File: config.mk
export PLATFORM = sky130hd
export DESIGN_NAME = digital_demodulator
export DESIGN_NICKNAME = d
export VERILOG_FILES = /design/src/rtl/demod_pkg.sv /design/src/rtl/demod_slicer.sv /design/src/rtl/digital_demodulator.sv
export SDC_FILE = /design/constraint.sdc
export NUM_CORES = 1
export LEC_CHECK = 0
export CORE_UTILIZATION = 42
export CTS_BUF_LIST = sky130_fd_sc_hd__clkbuf_8
export DETAILED_ROUTE_END_ITERATION = 12
export PLACE_DENSITY_LB_ADDON = 0.08
export SLEW_MARGIN = 20
export SYNTH_ARGS = -nofsm -noshare
export SYNTH_HDL_FRONTEND = slang
export SYNTH_SLANG_ARGS = --single-unit
File: constraint.sdc
create_clock -name i_clk -period 2.9 [get_ports i_clk]
set_input_delay 0.58 -clock i_clk [delete_from_list [all_inputs] [get_ports i_clk]]
set_output_delay 0.58 -clock i_clk [all_outputs]
set_load 0.02 [all_outputs]
File: src/rtl/demod_pkg.sv
// Shared constants, state encoding and helpers for the hard-decision demapper.
package demod_pkg;

  localparam int W_DEF      = 12;
  localparam int TH16_DEF   = 162;
  localparam int TH64_A_DEF = 80;
  localparam int TH64_B_DEF = 158;
  localparam int TH64_C_DEF = 237;

  localparam logic [1:0] MOD_BPSK  = 2'd0;
  localparam logic [1:0] MOD_QPSK  = 2'd1;
  localparam logic [1:0] MOD_16QAM = 2'd2;
  localparam logic [1:0] MOD_64QAM = 2'd3;

  typedef enum logic {
    IDLE  = 1'b0,
    SHIFT = 1'b1
  } state_e;

  function automatic logic [2:0] bits_per_sym(input logic [1:0] mode);
    case (mode)
      MOD_BPSK:  return 3'd1;
      MOD_QPSK:  return 3'd2;
      MOD_16QAM: return 3'd4;
      default:   return 3'd6;
    endcase
  endfunction

endpackage

File: src/rtl/demod_slicer.sv
// Single-axis hard slicer: sign plus magnitude-threshold decisions,
// MSB-aligned into a 3-bit Gray-coded axis decision.
module demod_slicer
  import demod_pkg::*;
#(
  parameter int W      = W_DEF,
  parameter int TH16   = TH16_DEF,
  parameter int TH64_A = TH64_A_DEF,
  parameter int TH64_B = TH64_B_DEF,
  parameter int TH64_C = TH64_C_DEF
) (
  input  logic [W-1:0] x_i,
  input  logic [1:0]   mode_i,
  output logic [2:0]   dec_o
);

  localparam logic [W-1:0] TH16_V   = W'(TH16);
  localparam logic [W-1:0] TH64_A_V = W'(TH64_A);
  localparam logic [W-1:0] TH64_B_V = W'(TH64_B);
  localparam logic [W-1:0] TH64_C_V = W'(TH64_C);
  localparam logic [W-1:0] NEG_MAX  = {1'b1, {(W-1){1'b0}}};
  localparam logic [W-1:0] POS_MAX  = {1'b0, {(W-1){1'b1}}};

  logic         sign;
  logic [W-1:0] mag;

  // Zero slices as positive; the most negative code saturates instead of wrapping.
  assign sign = ~x_i[W-1];

  always_comb begin
    // NOTE: every combinational output gets a default first so no path infers a latch.
    mag = x_i;
    if (x_i[W-1]) begin
      mag = (x_i == NEG_MAX) ? POS_MAX : -x_i;
    end
  end

  always_comb begin
    dec_o = {sign, 2'b00};
    case (mode_i)
      MOD_16QAM: dec_o = {sign, mag < TH16_V, 1'b0};
      MOD_64QAM: dec_o = {sign, mag < TH64_B_V, (mag >= TH64_A_V) & (mag < TH64_C_V)};
      default:   dec_o = {sign, 2'b00};
    endcase
  end

endmodule

File: src/rtl/digital_demodulator.sv
// Hard-decision BPSK/QPSK/16QAM/64QAM demapper emitting recovered bits serially.
// Define DEMOD_DROP_CNT_EN to add o_drop_cnt, a saturating count of refused samples.
module digital_demodulator
  import demod_pkg::*;
#(
  parameter int W      = W_DEF,
  parameter int TH16   = TH16_DEF,
  parameter int TH64_A = TH64_A_DEF,
  parameter int TH64_B = TH64_B_DEF,
  parameter int TH64_C = TH64_C_DEF
) (
  input  logic         i_clk,
  input  logic         i_rst_n,
  input  logic         i_en,
  input  logic         i_in_vld,
  input  logic [W-1:0] i_i,
  input  logic [W-1:0] i_q,
  input  logic [1:0]   i_mod,
  output logic         o_ready,
  output logic         o_data_vld,
  output logic         o_data,
`ifdef DEMOD_DROP_CNT_EN
  output logic [15:0]  o_drop_cnt,
`endif
  output logic         o_sym_start
);

  state_e     state_q;
  logic [2:0] cnt_q;
  logic [5:0] sr_q;
  logic       data_q;
  logic       vld_q;
  logic       start_q;

  logic [2:0] dec_i;
  logic [2:0] dec_q;
  logic [5:0] sym;
  logic       accept;

  demod_slicer #(
    .W(W), .TH16(TH16), .TH64_A(TH64_A), .TH64_B(TH64_B), .TH64_C(TH64_C)
  ) u_slicer_i (
    .x_i    (i_i),
    .mode_i (i_mod),
    .dec_o  (dec_i)
  );

  demod_slicer #(
    .W(W), .TH16(TH16), .TH64_A(TH64_A), .TH64_B(TH64_B), .TH64_C(TH64_C)
  ) u_slicer_q (
    .x_i    (i_q),
    .mode_i (i_mod),
    .dec_o  (dec_q)
  );

  // A new symbol can load on the same edge the previous one's last bit leaves.
  assign o_ready = i_en & ((state_q == IDLE) | ((state_q == SHIFT) & (cnt_q == 3'd0)));
  assign accept  = i_in_vld & o_ready;

  always_comb begin
    sym = '0;
    case (i_mod)
      MOD_BPSK:  sym = {dec_i[2], 5'b0};
      MOD_QPSK:  sym = {dec_i[2], dec_q[2], 4'b0};
      MOD_16QAM: sym = {dec_i[2:1], dec_q[2:1], 2'b0};
      default:   sym = {dec_i, dec_q};
    endcase
  end

  // NOTE: sequential state uses non-blocking assignments so every register sees pre-edge values.
  always_ff @(posedge i_clk or negedge i_rst_n) begin
    if (!i_rst_n) begin
      // NOTE: the shift register is reset too, so a cut-short symbol leaves no stale bits behind.
      state_q <= IDLE;
      cnt_q   <= '0;
      sr_q    <= '0;
      data_q  <= 1'b0;
      vld_q   <= 1'b0;
      start_q <= 1'b0;
    end else if (accept) begin
      state_q <= SHIFT;
      cnt_q   <= bits_per_sym(i_mod) - 3'd1;
      sr_q    <= {sym[4:0], 1'b0};
      data_q  <= sym[5];
      vld_q   <= 1'b1;
      start_q <= 1'b1;
    end else begin
      start_q <= 1'b0;
      case (state_q)
        IDLE: vld_q <= 1'b0;
        SHIFT: begin
          if (cnt_q != 3'd0) begin
            data_q <= sr_q[5];
            sr_q   <= {sr_q[4:0], 1'b0};
            cnt_q  <= cnt_q - 3'd1;
            vld_q  <= 1'b1;
          end else begin
            state_q <= IDLE;
            vld_q   <= 1'b0;
          end
        end
      endcase
    end
  end

  assign o_data      = data_q;
  assign o_data_vld  = vld_q;
  assign o_sym_start = start_q;

`ifdef DEMOD_DROP_CNT_EN
  logic [15:0] drop_cnt_q;

  always_ff @(posedge i_clk or negedge i_rst_n) begin
    if (!i_rst_n) begin
      drop_cnt_q <= '0;
    end else if (i_in_vld && !o_ready && (drop_cnt_q != 16'hFFFF)) begin
      drop_cnt_q <= drop_cnt_q + 16'd1;
    end
  end

  assign o_drop_cnt = drop_cnt_q;
`endif

endmodule

==> results of run 1 <==
## critical path: stages, from the launching register on
cell	delay (ps)
dfrtp_1	410
o31ai_2	500
and2_1	210
clkdlybuf4s50_1	600
## layout by cell type (no fill, tap or decap), types with 3 or more instances in the layout
master and n:
xor2_1 3, buf_4 15, o31ai_2 3, nor2_1 11, o21ai_1 4, a31oi_1 4
or3_1 3, nor3b_1 4, a21oi_1 15, nand2_1 9, nor4_1 3, o21ai_0 11
dfrtp_1 11, xnor2_1 6, inv_1 12, nor2b_1 3, nand4_1 4, nor3_1 9
nand3_1 4, ha_1 3, clkbuf_8 3, nand3b_1 3, mux2i_1 3, clkdlybuf4s50_1 33
nand2b_1 6
## sequential cells by signal (all words and copies together) (netlist names)
| register | count |
|---|---|
| o_sym_start | 1 |
| o_data | 1 |
| cnt_q | 3 |
| state_q | 1 |
| sr_q | 5 |
## cell type report
type | instances | share of cell area
Inverter | 12 | 0.0225
Tap cell | 46 | 0.0288
Multi-Input combinational cell | 162 | 0.567
Sequential cell | 11 | 0.138
Clock buffer | 3 | 0.0207
Clock inverter | 1 | 0.00188
Timing Repair Buffer | 48 | 0.222
## layer usage
layer	global-route usage	up-vias
li1	-	841
met1	0.274	811
met5	0	-
met2	0.378	62
met4	0.0540	0
met3	0.0373	8
## power by group through the flow
stage | clock network, mW | logic (mW) | registers [mW]
floorplan | 0 | 0.288 | 0.261
global placement | 0 | 0.448 | 0.252
detailed placement | 0 | 0.458 | 0.257
CTS | 0.154 | 0.461 | 0.254
global route | 0.163 | 0.514 | 0.263
finish | 0.150 | 0.465 | 0.255
## worst paths after layout
check,end,slack (ps),cells after the start,startpoint
max,o_ready,350,3,cnt_q[2]
min,sr_q[1],500,2,sr_q[1]
max reg2reg,cnt_q[2],520,10,cnt_q[2]
min reg2reg,sr_q[1],500,2,sr_q[1]
max in group asynchronous,sr_q[2],1870,1,i_rst_n
min in group asynchronous,cnt_q[2],690,1,i_rst_n
## cells by family (layout without fill, tap and decap cells)
logic type	after synthesis	after routing	synth area share
AOI/OAI and AO/OA	72	72	0.342
buffers and inverters	24	64	0.0702
xor gates and xnor gates	9	9	0.0521
and+or+nand+nor	73	73	0.294
DFF	11	11	0.182
muxes	5	5	0.0347
adders and majority gates	3	3	0.0248
## stage by stage
stage | total power, mW | setup slack (ps) | hold slack (ps)
after CTS | 0.869 | 365 | 506
after global placement | 0.700 | 150 | 479
after floorplan | 0.549 | 666 | 284
after detailed placement | 0.714 | 123 | 495
after global routing | 0.940 | 101 | 542
final | 0.870 | 351 | 502
## Yosys cell counts, drive strengths merged, types with 2 or more instances
cell | count | area (um^2)
a211oi | 2 | 15.0
a21boi | 3 | 22.5
a21oi | 15 | 75.1
a22oi | 2 | 15.0
a31oi | 4 | 25.0
and2 | 2 | 12.5
buf | 3 | 27.5
clkbuf | 9 | 33.8
dfrtp | 11 | 275
ha | 3 | 37.5
inv | 12 | 45.0
mux2 | 2 | 22.5
mux2i | 3 | 30.0
nand2 | 9 | 33.8
nand2b | 6 | 37.5
nand3 | 4 | 20.0
nand3b | 3 | 22.5
nand4 | 4 | 25.0
nor2 | 11 | 41.3
nor2b | 3 | 18.8
nor3 | 10 | 55.1
nor3b | 4 | 30.0
nor4 | 4 | 40.0
o2111ai | 2 | 17.5
o211ai | 2 | 15.0
o21a | 2 | 15.0
o21ai | 15 | 75.1
o22ai | 2 | 12.5
o311ai | 3 | 26.3
o31a | 2 | 17.5
o31ai | 5 | 52.6
or2 | 2 | 12.5
or3 | 3 | 18.8
or4 | 3 | 30.0
xnor2 | 6 | 52.6
xor2 | 3 | 26.3
==> results.py, run 1 <==
metrics = {
    "clock_tree": {
        "cts_buffers": 3,
        "clock_sink_count": 11,
        "path_clk_slew_ps": 50,
        "post_cts_buffers": 0,
        "cts.repair.resized": 0,
        "tritoncts": "done",
        "clk_latency_ps": 230,
        "cts_root_buffer": "clkbuf_8",
        "ctsHtreeMaxLevel": 1,
        "ctsHoldBuffers": 0,
        "cts_max_path_buffers": 2,
    },
    "placed_design": {
        "gp_congestion": 0.916,
        "placed_cells": 279,
        "port_buffers": 33,
        "placedInstanceArea_um2": 1950,
        "hpwl_um": 3300,
    },
    "timing": {
        "finalClockSkew_ps": 0.214,
        "fin_crit_ps": 2550,
        "relSlewSlack": 0.614,
        "finalSetupTns_ps": 0,
        "rsz0062_at_grt": "false",
        "hold_viol": 0,
        "drv_slew": 0,
        "setup_viol": 0,
        "tightest_slew_ps": 577,
        "fmax_mhz": 392,
        "fin_crit_sh": 0.879,
    },
    "drt": {
        "antenna_left": 0,
        "drc": 0,
        "wl_um": 4200,
        "drt-met1-wl_um": 1850,
        "first_pass_iters": 4,
        "num_vias": 1722,
        "dr.max_layer_used": "met4",
        "vias_per_cell": 6.08,
        "dr_wl_met3_um": 203,
        "wire_per_inst_um": 14.9,
        "wl_met2_um": 2100,
        "drtIter0Drc": 120,
    },
    "logic_synthesis": {
        "yosysWarnings": 0,
        "ys.flop_type": "dfrtp_1",
        "synthesis.area_um2": 1510,
        "syn_nets": 230,
        "synthArstFlopShare": 1.00,
        "synth.ff_latch_count": 11,
        "synth_cell_types": 64,
        "synth_edf_count": 0,
        "ys_seq_area_frac": 0.182,
        "syn_inst": 197,
        "avgSynthCellArea_um2": 7.69,
    },
    "cells_and_area": {
        "antennaDiodeCount": 0,
        "final_cells": 283,
        "drive_above_1_share": 0.143,
        "fill_cells": 304,
        "final_area_um2": 2000,
        "syn2layout_area_growth_pct": 32.0,
        "final_core_util": 0.590,
        "nets": 271,
        "regArea_um2": 275,
        "multi_input_area_um2": 1130,
    },
    "floorplan": {
        "core_um2": 3390,
        "row_count": 21,
        "start_util": 0.447,
        "pin_count": 34,
        "die_y_um": 62.0,
        "die_width_um": 62.0,
        "die-area_um2": 3850,
    },
    "power_and_ir_drop": {
        "p_int_mw": 0.523,
        "clockPowerShare": 0.173,
        "ir_worst_vdd_mv": 0.277,
        "sw_frac_of_total": 0.399,
        "pwr-share-comb": 0.534,
        "p_leak_nw": 0.728,
        "power.switching_mw": 0.347,
        "seqPwrFrac": 0.293,
        "powerDensity_nw_per_um2": 436,
    },
    "setup_path": {
        "path_max_fanout": 6,
        "crit_arrival_ps": 1970,
        "crit_required_ps": 2320,
        "end_kind": "output port",
        "path_class": "reg2out",
        "start_kind": "flip-flop",
    },
    "worst_hold_path": {
        "hp-class": "reg2reg",
    },
    "global_routing": {
        "grt_antenna_before_repair": 0,
        "grt_pass1_wl_um": 6270,
        "grt_overflow": 0,
        "grt_pass1_vias": 1455,
        "grt_max_degree": 19,
        "track_usage": 0.216,
    },
    "flow_run": {
        "cap_violations": 0,
    },
    "status": {
        "status": "complete, no violations",
    },
}
Note: power is estimated with default switching activity, not from simulation.
==> run 2, diff against run 1 <==
--- a/config.mk
+++ b/config.mk
@@ -5,6 +5,8 @@
 export SDC_FILE = /design/constraint.sdc
 export NUM_CORES = 1
 export LEC_CHECK = 0
+export ABC_AREA = 1
+export ABC_CLOCK_PERIOD_IN_PS = 2900
 export CORE_UTILIZATION = 42
 export CTS_BUF_LIST = sky130_fd_sc_hd__clkbuf_8
 export DETAILED_ROUTE_END_ITERATION = 12
==> run 2 against run 1 <==
  * Non-clock buffer count shrank 13
  * Die area rose by 3.2%
  * Sequential power is 2% higher
  * Largest cell class unchanged
  * Global-route usage shrank 3.3 points
  * Synthesized cell count grew 34%
  * Count of clock-buffer cells in the layout unchanged
  * Sequential share of layout area about the same
  * Final area shrank 0.31%
  * Sequential cell count unchanged
  * Setup slack better by 94 ps
==> results.py, run 2 <==
metrics = {
    "cells_and_area": {
        "reg_top3": "sr_q: 5 flops, cnt_q: 3 flops",
        "fill_cells": 339,
        "regMostFlops": "sr_q",
        "drive_above_1_share": 0.117,
        "largest_reg_flops": 5,
        "nets": 334,
        "final_cell_mix": "nand2_1, inv_1, clkdlybuf4s50_1",
        "final_common_cell": "nand2_1",
        "antennaDiodeCount": 0,
        "syn2layout_area_growth_pct": 27.4,
    },
    "setup_path": {
        "reg2reg_to": "cnt_q[2]",
        "cp_cell_sequence": "clkdlybuf4s50_1 > inv_1 > nor2_8 > clkdlybuf4s50_1",
        "crit_end": "o_ready",
        "crit_arrival_ps": 1870,
        "path_class": "in2out",
        "r2r_start": "cnt_q[1]",
        "critPathMostFrequentCell": "clkdlybuf4s50_1",
        "crit_start": "i_en",
        "crit_slowest_cell": "clkdlybuf4s50_1",
        "r2r_slack_ps": 1040,
        "critPathMaxStageDelay_ps": 610,
        "end_kind": "output port",
        "crit_required_ps": 2320,
        "start_kind": "input pin",
        "path_max_fanout": 2,
        "r2r_cells": 14,
    },
    "logic_synthesis": {
        "syn_inst": 264,
        "synth_edf_count": 0,
        "synth_largest_area_cell": "nand2_1",
        "yosys.cell_count.top_type": "nand2_1",
        "syn_nets": 297,
        "synthArstFlopShare": 1.00,
        "yosysWarnings": 0,
        "synthTopCellsByArea": "nand2_1, dfrtp_1, inv_1",
        "synthesis.area_um2": 1560,
        "synthTopCellsByCount": "nand2_1, inv_1, nor2_1",
        "synth_top_area_frac": 0.218,
        "avgSynthCellArea_um2": 5.92,
        "synth.ff_latch_count": 11,
        "synth_cell_types": 34,
        "ys.flop_type": "dfrtp_1",
        "ys_seq_area_frac": 0.176,
    },
    "placed_design": {
        "hpwl_um": 2790,
        "port_buffers": 33,
        "gp_congestion": 0.813,
    },
    "timing": {
        "setup_viol": 0,
        "finalSetupTns_ps": 0,
        "hold_ws_ps": 480,
        "fin_crit_ps": 2450,
        "finalClockSkew_ps": 3.40,
        "fmax_mhz": 407,
        "rsz0062_at_grt": "false",
        "tightest_slew_ps": 495,
        "fin_crit_sh": 0.847,
        "drv_slew": 0,
        "hold_viol": 0,
        "relSlewSlack": 0.669,
    },
    "global_routing": {
        "grt_pass1_wl_um": 6130,
        "grt_pass1_vias": 1474,
        "grt_max_degree": 16,
        "track_usage": 0.184,
        "grt_overflow": 0,
        "grt_antenna_before_repair": 0,
    },
    "floorplan": {
        "core_um2": 3440,
        "die_y_um": 63.0,
        "pin_count": 34,
        "die-area_um2": 3970,
        "row_count": 21,
        "die_width_um": 63.0,
        "start_util": 0.454,
    },
    "power_and_ir_drop": {
        "powerDensity_nw_per_um2": 489,
        "ir_worst_vdd_mv": 0.204,
        "p_leak_nw": 1.03,
    },
    "clock_tree": {
        "cts_buffers": 3,
        "cts_max_path_buffers": 2,
        "clk_latency_ps": 230,
        "ctsHoldBuffers": 0,
        "tritoncts": "done",
        "clock_sink_count": 11,
        "ctsHtreeMaxLevel": 1,
        "path_clk_slew_ps": 50,
        "cts.repair.resized": 0,
        "cts_root_buffer": "clkbuf_8",
        "post_cts_buffers": 0,
    },
    "drt": {
        "drc": 0,
        "vias_per_cell": 4.76,
        "wire_per_inst_um": 9.60,
        "antenna_left": 0,
        "num_vias": 1646,
        "drtIter0Drc": 84,
        "wl_um": 3320,
        "first_pass_iters": 4,
    },
    "status": {
        "status": "complete, no violations",
    },
    "worst_hold_path": {
        "hold_depth": 2,
        "hp-class": "reg2reg",
    },
    "flow_run": {
        "cap_violations": 0,
    },
}
run 2: cell count changes after synthesis, sizes merged, moves of 6 or more:
cell    delta
nor3       -6
nand3     +20
a21oi      -6
nand2     +85
nand2b     -6
nor2      +30
clkbuf     -9
inv       +30
run 2: final cells by class:
class | instances | area [um^2] | area share
flip-flops and latches | 11 | 275 | 0.138
clock buffers | 3 | 41.3 | 0.0207
clock inverters | 1 | 3.75 | 0.00188
multi-input cells | 208 | 1100 | 0.553
inverters | 42 | 168 | 0.0842
well taps | 46 | 57.6 | 0.0289
repair buffers | 35 | 345 | 0.173
run 2: worst min path at each step:
stage	start	endpoint	slack (ps)
finish	cnt_q[0]	cnt_q[0]	480
detailed placement	sr_q[4]	sr_q[4]	470
global placement	cnt_q[0]	cnt_q[0]	470
floorplan	i_rst_n	cnt_q[0]	280
global route	sr_q[4]	sr_q[4]	520
CTS	sr_q[1]	sr_q[1]	480
run 2: cells by family (layout without fill, tap and decap cells):
| family | after synthesis | count (layout) | synth area share |
|---|---|---|---|
| AO/OA/AOI/OAI | 25 | 25 | 0.0944 |
| XOR/XNOR | 9 | 9 | 0.0552 |
| adder cells (fa/ha/maj) | 3 | 3 | 0.0240 |
| buffers and inverters | 45 | 81 | 0.120 |
| flip-flops | 11 | 11 | 0.176 |
| AND/OR/NAND/NOR | 171 | 171 | 0.530 |
run 2: per-stage QoR:
stage | setup WS, ps | cell area (um^2) | utilization | power [mW] | instances
floorplan | 1030 | 1560 | - | 0.672 | 264
global placement | 442 | 1950 | 0.566 | 0.835 | 342
detailed placement | 403 | 1950 | 0.566 | 0.838 | 342
CTS | 439 | 1990 | 0.579 | 0.987 | 346
global route | 377 | 1990 | 0.579 | 1.08 | 346
finish | 445 | 1990 | 0.579 | 0.975 | 346
run 2: report_power, final:
group | total, mW | internal [mW] | switching (mW)
sequential | 0.259 | 0.223 | 0.0360
clock | 0.146 | 0.0926 | 0.0530
combinational | 0.570 | 0.238 | 0.332
run 2: routing by layer:
layer	global-route usage	part of all wire	up-vias
li1	-	-	901
met1	0.261	0.52	709
met2	0.305	0.44	34
met3	0.00912	0.035	2
met4	0.0349	0.0060	0
met5	0	0	-
run 2: worst max-delay path, delay by kind of cell:
family	cells	cell delay, ps
buf+inv	3	1140
simple gates	1	150
==> run 3, diff against run 2 <==
--- a/config.mk
+++ b/config.mk
@@ -6,7 +6,7 @@
 export NUM_CORES = 1
 export LEC_CHECK = 0
 export ABC_AREA = 1
-export ABC_CLOCK_PERIOD_IN_PS = 2900
+export ABC_CLOCK_PERIOD_IN_PS = 2600
 export CORE_UTILIZATION = 42
 export CTS_BUF_LIST = sky130_fd_sc_hd__clkbuf_8
 export DETAILED_ROUTE_END_ITERATION = 12
==> constraint.sdc (replaced) <==
create_clock -name i_clk -period 2.6 [get_ports i_clk]
set_input_delay 0.52 -clock i_clk [delete_from_list [all_inputs] [get_ports i_clk]]
set_output_delay 0.52 -clock i_clk [all_outputs]
set_load 0.02 [all_outputs]
==> run 3 against run 2 <==
  * Combinational power grew 11%
  * Global-route usage is 0.84 points higher
  * Count of clock-buffer cells in the layout unchanged
  * Cell count unchanged
  * Die area stayed put
  * Sequential cell count unchanged
==> results.py, run 3 (same netlist as run 2, synthesis figures left out) <==
metrics = {
    "floorplan": {
        "row_count": 21,
        "core_um2": 3440,
        "pin_count": 34,
        "die_width_um": 63.0,
        "start_util": 0.454,
        "die-area_um2": 3970,
        "die_y_um": 63.0,
    },
    "timing": {
        "rsz0062_at_grt": "false",
        "fin_crit_ps": 2340,
        "finalClockSkew_ps": 1.60,
        "setup_viol": 0,
        "hold_viol": 0,
        "drv_slew": 0,
        "tightest_slew_ps": 471,
        "finalSetupTns_ps": 0,
        "fin_crit_sh": 0.899,
        "fmax_mhz": 428,
        "relSlewSlack": 0.685,
    },
    "setup_path": {
        "path_class": "in2out",
        "path_max_fanout": 2,
        "end_kind": "output port",
        "crit_required_ps": 2080,
        "critPathMostFrequentCell": "clkdlybuf4s50_1",
        "r2r_cells": 14,
        "cp_cell_sequence": "clkdlybuf4s50_1 > inv_1 > nor2_8 > clkdlybuf4s50_1",
        "crit_slowest_cell": "clkdlybuf4s50_1",
        "crit_cells": 4,
        "critPathMaxStageDelay_ps": 610,
        "critPathTopFamily": "buffers and inverters",
        "crit_arrival_ps": 1820,
        "start_kind": "input pin",
        "crit_buf_inv": 3,
    },
    "clock_tree": {
        "cts_root_buffer": "clkbuf_8",
        "clock_sink_count": 11,
        "cts.repair.resized": 0,
        "post_cts_buffers": 0,
        "cts_max_path_buffers": 2,
        "clk_latency_ps": 240,
        "path_clk_slew_ps": 50,
        "ctsHtreeMaxLevel": 1,
        "tritoncts": "done",
        "cts_buffers": 3,
        "ctsHoldBuffers": 0,
    },
    "power_and_ir_drop": {
        "p_leak_nw": 1.03,
        "powerDensity_nw_per_um2": 547,
        "ir_worst_vdd_mv": 0.175,
    },
    "global_routing": {
        "grt_overflow": 0,
        "grt_pass1_wl_um": 6270,
        "grt_max_degree": 12,
        "grt_antenna_before_repair": 0,
        "grt_pass1_vias": 1531,
        "track_usage": 0.192,
    },
    "placed_design": {
        "gp_congestion": 0.857,
        "hpwl_um": 2760,
        "port_buffers": 33,
        "placedInstanceArea_um2": 1950,
        "placed_cells": 342,
    },
    "cells_and_area": {
        "final_cell_mix": "nand2_1, inv_1, clkdlybuf4s50_1",
        "final_common_cell": "nand2_1",
        "nets": 334,
        "drive_above_1_share": 0.117,
        "final_area_um2": 1990,
        "final_cells": 346,
        "largest_reg_flops": 5,
        "reg_top3": "sr_q: 5 flops, cnt_q: 3 flops",
        "syn2layout_area_growth_pct": 27.4,
        "regMostFlops": "sr_q",
        "antennaDiodeCount": 0,
    },
    "drt": {
        "wl_um": 3260,
        "num_vias": 1634,
        "antenna_left": 0,
        "first_pass_iters": 5,
        "wire_per_inst_um": 9.41,
        "drc": 0,
        "vias_per_cell": 4.72,
        "drtIter0Drc": 72,
    },
    "flow_run": {
        "cap_violations": 0,
    },
    "worst_hold_path": {
        "hold_depth": 2,
        "hp-class": "reg2reg",
    },
    "status": {
        "status": "complete, no violations",
    },
}
## run 3: stage by stage
step / power, mW / setup WS [ps] / util / hold slack [ps]
2_1_floorplan: 0.750 / 791 / - / 224
3_3_place_gp: 0.932 / 109 / 0.566 / 466
3_5_place_dp: 0.934 / 66.1 / 0.566 / 470
4_1_cts: 1.10 / 252 / 0.579 / 484
5_1_grt: 1.20 / 75.5 / 0.579 / 512
6_report: 1.09 / 263 / 0.579 / 480
## run 3: layout make-up
type                            count  area [um^2]
Timing Repair Buffer               35          345
Sequential cell                    11          275
Clock inverter                      1         3.75
Tap cell                           46         57.6
Multi-Input combinational cell    208         1100
Clock buffer                        3         41.3
Inverter                           42          168
Fill cell                         330         1450
## run 3: worst paths after layout
path | slack (ps) | end | startpoint
setup reg to reg | 730 | cnt_q[2] | cnt_q[1]
min in group asynchronous | 610 | cnt_q[0] | i_rst_n
setup / recovery | 260 | o_ready | i_en
max in group asynchronous | 1670 | o_sym_start | i_rst_n
hold / removal | 480 | sr_q[4] | sr_q[4]
hold reg to reg | 480 | sr_q[4] | sr_q[4]
## run 3: tightest hold or removal path, delay by kind of cell, from the launching register on
| kind | cells | cell delay (ps) |
|---|---|---|
| DFF | 1 | 340 |
| and+or+nand+nor | 2 | 100 |
## run 3: routing by layer
layer | track usage | vias to the layer above | share of wire
met3 | 0.0201 | 5 | 0.034
met2 | 0.305 | 37 | 0.42
met5 | 0 | - | 0
met4 | 0.0698 | 0 | 0.018
met1 | 0.265 | 689 | 0.53
li1 | - | 903 | -
## run 3: report_power, final
group	switching [mW]	leakage [nW]	total, mW	internal (mW)
Clock	0.0614	0.0269	0.165	0.103
Sequential	0.0411	0.137	0.290	0.249
Combinational	0.368	0.865	0.634	0.266
